**config.mk**
```make
export PLATFORM = sky130hd
export DESIGN_NAME = rv32_hazard_ctrl
export DESIGN_NICKNAME = d
export VERILOG_FILES = /design/src/rtl/rv32_pkg.sv /design/src/rtl/rv32_sat_counter.sv /design/src/rtl/rv32_hazard_ctrl.sv
export SDC_FILE = /design/constraint.sdc
export NUM_CORES = 1
export LEC_CHECK = 0
export ABC_AREA = 1
export BUFFER_PORTS_ARGS = -buffer_cell sky130_fd_sc_hd__buf_4
export CAP_MARGIN = 20
export CORE_MARGIN = 8
export CORE_UTILIZATION = 40
export CTS_CLUSTER_DIAMETER = 120
export DETAILED_ROUTE_END_ITERATION = 10
export MAX_ROUTING_LAYER = met4
export SYNTH_ARGS = -nofsm -noshare
export SYNTH_HDL_FRONTEND = slang
export SYNTH_SLANG_ARGS = --single-unit
```
**constraint.sdc**
```tcl
create_clock -name clk -period 1.9 [get_ports clk]
set_clock_uncertainty 0.2 [all_clocks]
set_input_delay 0.19 -clock clk [delete_from_list [all_inputs] [get_ports clk]]
set_output_delay 0.19 -clock clk [all_outputs]
set_load 0.01 [all_outputs]
```
**src/rtl/rv32_pkg.sv**
```systemverilog
// Shared RV32 pipeline definitions: hazard-control state encoding, fixed instruction words
// and the load-use detection rule.
package rv32_pkg;

    localparam int unsigned XLEN      = 32;
    localparam int unsigned REG_IDX_W = 5;

    localparam logic [XLEN-1:0] NOP_INSN    = 32'h0000_0013;
    localparam logic [XLEN-1:0] EBREAK_INSN = 32'h0010_0073;

    typedef enum logic [1:0] {
        ST_RUN   = 2'd0,
        ST_FLUSH = 2'd1,
        ST_DRAIN = 2'd2,
        ST_HALT  = 2'd3
    } hz_state_e;

    // A load in EX writing a register that ID reads needs one bubble; x0 never hazards.
    function automatic logic load_use_hit(
        input logic                 ex_load,
        input logic [REG_IDX_W-1:0] ex_wb_reg,
        input logic [REG_IDX_W-1:0] id_rs1_reg,
        input logic [REG_IDX_W-1:0] id_rs2_reg
    );
        return ex_load && (ex_wb_reg != '0) &&
               ((ex_wb_reg == id_rs1_reg) || (ex_wb_reg == id_rs2_reg));
    endfunction

endpackage

```
**src/rtl/rv32_sat_counter.sv**
```systemverilog
// Event counter that sticks at all-ones instead of wrapping.
module rv32_sat_counter #(
    parameter int unsigned CNT_W = 32
) (
    input  logic             clk,
    input  logic             clear,
    input  logic             inc,
    output logic [CNT_W-1:0] count
);

    always_ff @(posedge clk) begin
        if (clear) begin
            count <= '0;
        end else if (inc && (count != {CNT_W{1'b1}})) begin
            count <= count + CNT_W'(1);
        end
    end

endmodule

```
**src/rtl/rv32_hazard_ctrl.sv**
```systemverilog
// Pipeline hazard controller: load-use stalls, taken-jump flush, EBREAK drain and halt,
// plus saturating stall/flush performance counters.
module rv32_hazard_ctrl
    import rv32_pkg::*;
#(
    parameter int unsigned DRAIN_CYCLES = 3,
    parameter int unsigned CNT_W        = 32
) (
    input  logic                 clk,
    input  logic                 reset,
    input  logic [REG_IDX_W-1:0] id_rs1_reg,
    input  logic [REG_IDX_W-1:0] id_rs2_reg,
    input  logic                 id_jump,
    input  logic                 id_ebreak,
    input  logic                 ex_load,
    input  logic [REG_IDX_W-1:0] ex_wb_reg,
    output logic                 pc_hold,
    output logic                 id_hold,
    output logic                 ex_bubble,
    output logic                 id_flush,
    output logic                 halted,
    output logic [CNT_W-1:0]     stall_cnt,
    output logic [CNT_W-1:0]     flush_cnt
);

    localparam int unsigned DRAIN_W = (DRAIN_CYCLES > 1) ? $clog2(DRAIN_CYCLES) : 1;

    hz_state_e          state_q;
    hz_state_e          state_d;
    logic [DRAIN_W-1:0] drain_q;
    logic [DRAIN_W-1:0] drain_d;
    logic               load_use;
    logic               stall_inc;
    logic               flush_inc;

    assign load_use = load_use_hit(ex_load, ex_wb_reg, id_rs1_reg, id_rs2_reg);

    // Stalls must act in the cycle the hazard is seen, so controls decode state and inputs.
    always_comb begin
        state_d   = state_q;
        drain_d   = drain_q;
        pc_hold   = 1'b0;
        id_hold   = 1'b0;
        ex_bubble = 1'b0;
        id_flush  = 1'b0;
        stall_inc = 1'b0;
        flush_inc = 1'b0;

        unique case (state_q)
            ST_RUN: begin
                if (load_use) begin
                    pc_hold   = 1'b1;
                    id_hold   = 1'b1;
                    ex_bubble = 1'b1;
                    stall_inc = 1'b1;
                end else if (id_ebreak) begin
                    pc_hold   = 1'b1;
                    ex_bubble = 1'b1;
                    state_d   = ST_DRAIN;
                    drain_d   = DRAIN_W'(DRAIN_CYCLES - 1);
                end else if (id_jump) begin
                    state_d   = ST_FLUSH;
                    flush_inc = 1'b1;
                end
            end
            ST_FLUSH: begin
                // Whatever ID holds now was fetched down the wrong path, EBREAK included.
                id_flush  = 1'b1;
                ex_bubble = 1'b1;
                state_d   = ST_RUN;
            end
            ST_DRAIN: begin
                pc_hold   = 1'b1;
                id_hold   = 1'b1;
                ex_bubble = 1'b1;
                if (drain_q == '0) begin
                    state_d = ST_HALT;
                end else begin
                    drain_d = drain_q - DRAIN_W'(1);
                end
            end
            ST_HALT: begin
                pc_hold   = 1'b1;
                id_hold   = 1'b1;
                ex_bubble = 1'b1;
            end
            default: begin
                state_d = ST_RUN;
            end
        endcase
    end

    always_ff @(posedge clk) begin
        if (reset) begin
            state_q <= ST_RUN;
            drain_q <= '0;
        end else begin
            state_q <= state_d;
            drain_q <= drain_d;
        end
    end

    assign halted = (state_q == ST_HALT);

    rv32_sat_counter #(
        .CNT_W (CNT_W)
    ) u_stall_cnt (
        .clk   (clk),
        .clear (reset),
        .inc   (stall_inc),
        .count (stall_cnt)
    );

    rv32_sat_counter #(
        .CNT_W (CNT_W)
    ) u_flush_cnt (
        .clk   (clk),
        .clear (reset),
        .inc   (flush_inc),
        .count (flush_cnt)
    );

endmodule

```
==> out/metrics.yaml <==
timing:
  drv_slew: 0
  period_share: 1.02
  layout_setup_ws_ns: -0.0309
  layout_min_cycle_time_ns: 1.93
  whs_ns: 0.0321
  maxClockFrequency_mhz: 518
  hold_violations: 0
  setup_violations: 14
  rsz0062_at_grt: "true"
  worst_slew_margin_rel: 0.691
  tightest_slew_ns: 0.461
drt:
  first_iter_violations: 466
  vias_per_cell: 5.19
  avgRoutedWirePerCell_um: 15.4
  dr.pass1.iters: 5
  drc: 0
  wl_um: 17300
  route.antenna.remaining_nets: 0
  vias: 5827
pwr:
  pwr-share-comb: 0.269
  switchingPower_mw: 1.31
  pwr-share-seq: 0.352
  finalPower_mw: 4.24
  p_per_area_mw_per_mm2: 609
  peakVddDrop_mv: 0.320
  switching_share: 0.308
  clock_power_share: 0.379
  static-leakage-power_nw: 2.94
  power.internal_mw: 2.94
global_routing:
  grt_pass1_vias: 5704
  antenna_found_initial: 0
  grt_max_degree: 33
  grt_overflow: 0
  grt_pass1_wl_um: 26900
  grtUsageTotal: 0.213
critical_path:
  startpoint_type: "flop"
  required_ns: 1.90
  rr_worst_depth: 9
  critical_path.startpoint: "u_stall_cnt.count[13]"
  slowest_stage: "dfxtp_1"
  crit_fanout: 8
  worst-path-stages: 9
  path_class: "reg -> reg"
  reg2reg_slack_ns: -0.03
  critPathBufInv: 0
  worstPathCellList: "nand2_1 > nor2_2 > nand2_2 > nor2_2 > nand3_2 > nor2_4 > nor2_4 > nand2_1 > a21oi_1"
  critPathMaxStageDelay_ns: 0.37
  arrival_ns: 1.93
  crit_family: "simple AND/OR/NAND/NOR gates"
  crit_path_end_kind: "flop"
  r2r-start: "u_stall_cnt.count[13]"
  r2r_end: "u_stall_cnt.count[18]"
synthesis:
  synth_top_area_share: 0.285
  synth-edff-count: 0
  synth_warnings: 0
  synth.most_common_cell: "nand2_1"
  synth_nets: 815
  syn_avg_cell_area_um2: 6.08
  synth_commonest_cells: "nand2_1 (311), nor2_1 (101), a21oi_1 (70), dfxtp_1 (68), inv_1 (56)"
  synth_top_area_cell: "dfxtp_1"
  ys_async_sr_fraction: 0
  synth-seq-cells: 68
  yosysSeqAreaShare: 0.285
  synth.area.top_cells: "dfxtp_1 (28%), nand2_1 (24%), nor2_1 (7.9%)"
  synth_cells: 786
  netlist_area_mm2: 0.00478
  dominantRegCellSynth: "dfxtp_1"
  synthDistinctLibCells: 28
cts:
  cts-root-buf: "clkbuf_16"
  cts_max_level: 3
  clkLatencyLatePin_ns: 0.34
  cts.clk_slew.worst_paths_ns: 0.06
  clockBufferDepth: 2
  cts_made_buffers: 9
  cts_tree: "built"
  cts_sinks: 68
placed_design:
  dpl-instance-area_mm2: 0.00623
  port_buffers: 88
  place_congestion: 0.914
  hpwl_um: 12300
floorplanning:
  start_util: 0.403
  die_h_um: 125
  die_x_um: 125
  io_pins: 89
  row_count: 40
  dieArea_mm2: 0.0157
  fp.coreArea_mm2: 0.0119
min_path:
  hold_path_depth: 5
  hold_class: "in -> reg"
  hold-path-endpoint: "state_q[1]"
  worstHoldStart: "id_ebreak"
cells_and_area:
  area.growth.synth_to_final_pct: 45.6
  finalNetCount: 1001
  insertedDiodeCount: 0
  drive_gt1_frac: 0.317
  final_area_mm2: 0.00696
status:
  outcome: "finished with violations"
  violations: "setup timing"
flow_run:
  max_cap_violations: 0
metrics by stage:
step           setup slack (ns)  instances  utilization  setup TNS, ns
2_1_floorplan           0.00770        786            -              0
3_3_place_gp             -0.141       1092        0.526          -3.52
3_5_place_dp             -0.235       1092        0.526          -5.86
4_1_cts                 -0.0196       1107        0.553        -0.0536
5_1_grt                 -0.0791       1122        0.587          -1.31
6_report                -0.0309       1122        0.587         -0.197
state kept, by name, summed over array words and instances, names as in the netlist:
signal,count
drain_q,2
state_q,2
u_flush_cnt.count,32
u_stall_cnt.count,32
per-layer routing:
layer | share of wire | track usage | vias to the layer above
met5 | 0 | - | -
met4 | 0.028 | 0.0860 | 0
met3 | 0.057 | 0.0433 | 39
met2 | 0.51 | 0.376 | 203
met1 | 0.41 | 0.231 | 2690
li1 | - | - | 2895
power groups by stage:
stage               clock, mW  sequential [mW]  combinational (mW)
detailed placement          0             1.52                1.01
finish                   1.61             1.49                1.14
CTS                      1.64             1.50                1.06
global route             1.68             1.50                1.26
floorplan                   0             1.54               0.602
global placement            0             1.52               0.989
final cells by class:
cell class | count | area, um2
well taps | 147 | 184
clock buffers | 13 | 270
fillers | 1142 | 4900
clock inverters | 1 | 7.51
flip-flops and latches | 68 | 1390
repair buffers | 197 | 1560
multi-input cells | 637 | 3330
inverters | 59 | 221
worst max-delay path by stage:
stage | slack (ns) | endpoint
after global placement | -0.14 | u_stall_cnt.count[9]
after global routing | -0.08 | u_stall_cnt.count[18]
after CTS | -0.02 | u_stall_cnt.count[22]
after floorplan | 0.008 | u_stall_cnt.count[9]
final | -0.03 | u_stall_cnt.count[18]
after detailed placement | -0.24 | u_stall_cnt.count[12]
placed cells by master, fill, tap and decap left out, types with 2 or more instances in the layout:
master	count
a21oi_1	63
nand3_4	3
nor2_4	12
nand4_1	34
ha_1	5
inv_2	6
dfxtp_2	14
xnor2_1	12
nand3_1	13
nor3_2	5
ha_4	2
nor2_2	20
nand3_2	3
dfxtp_1	51
dfxtp_4	3
nor3_1	5
o21ai_0	5
clkbuf_16	11
inv_1	53
ha_2	2
buf_4	190
clkbuf_8	3
buf_12	3
a21oi_2	8
buf_6	2
xor2_1	23
nand3b_1	20
nor2_1	81
nand2_4	3
nor3_4	3
nand2_2	14
nand2_1	298
repair_timing:
item	CTS	global route
setup buffers	0	10
resized for setup	10	80
setup endpoints to repair	34	65
pin swaps	1	21
hold buffers	0	0
cloned	1	5
hold endpoints to repair	0	0
tightest hold or removal path, stage by stage:
cell and delay (ns):
buf_4 0.09, a21oi_1 0.05, nand3_1 0.07, nand2_1 0.05, nor2_1 0.09
kinds of logic (layout without fill, tap and decap cells):
logic type | count (synthesis) | after routing | share of synthesized area
AO/OA/AOI/OAI | 78 | 78 | 0.0829
XOR/XNOR | 35 | 35 | 0.0641
adder cells (fa/ha/maj) | 9 | 9 | 0.0235
buffers and inverters | 84 | 270 | 0.0801
flip-flops | 68 | 68 | 0.285
AND/OR/NAND/NOR | 512 | 515 | 0.465
Power figures use the tool's default switching activity.
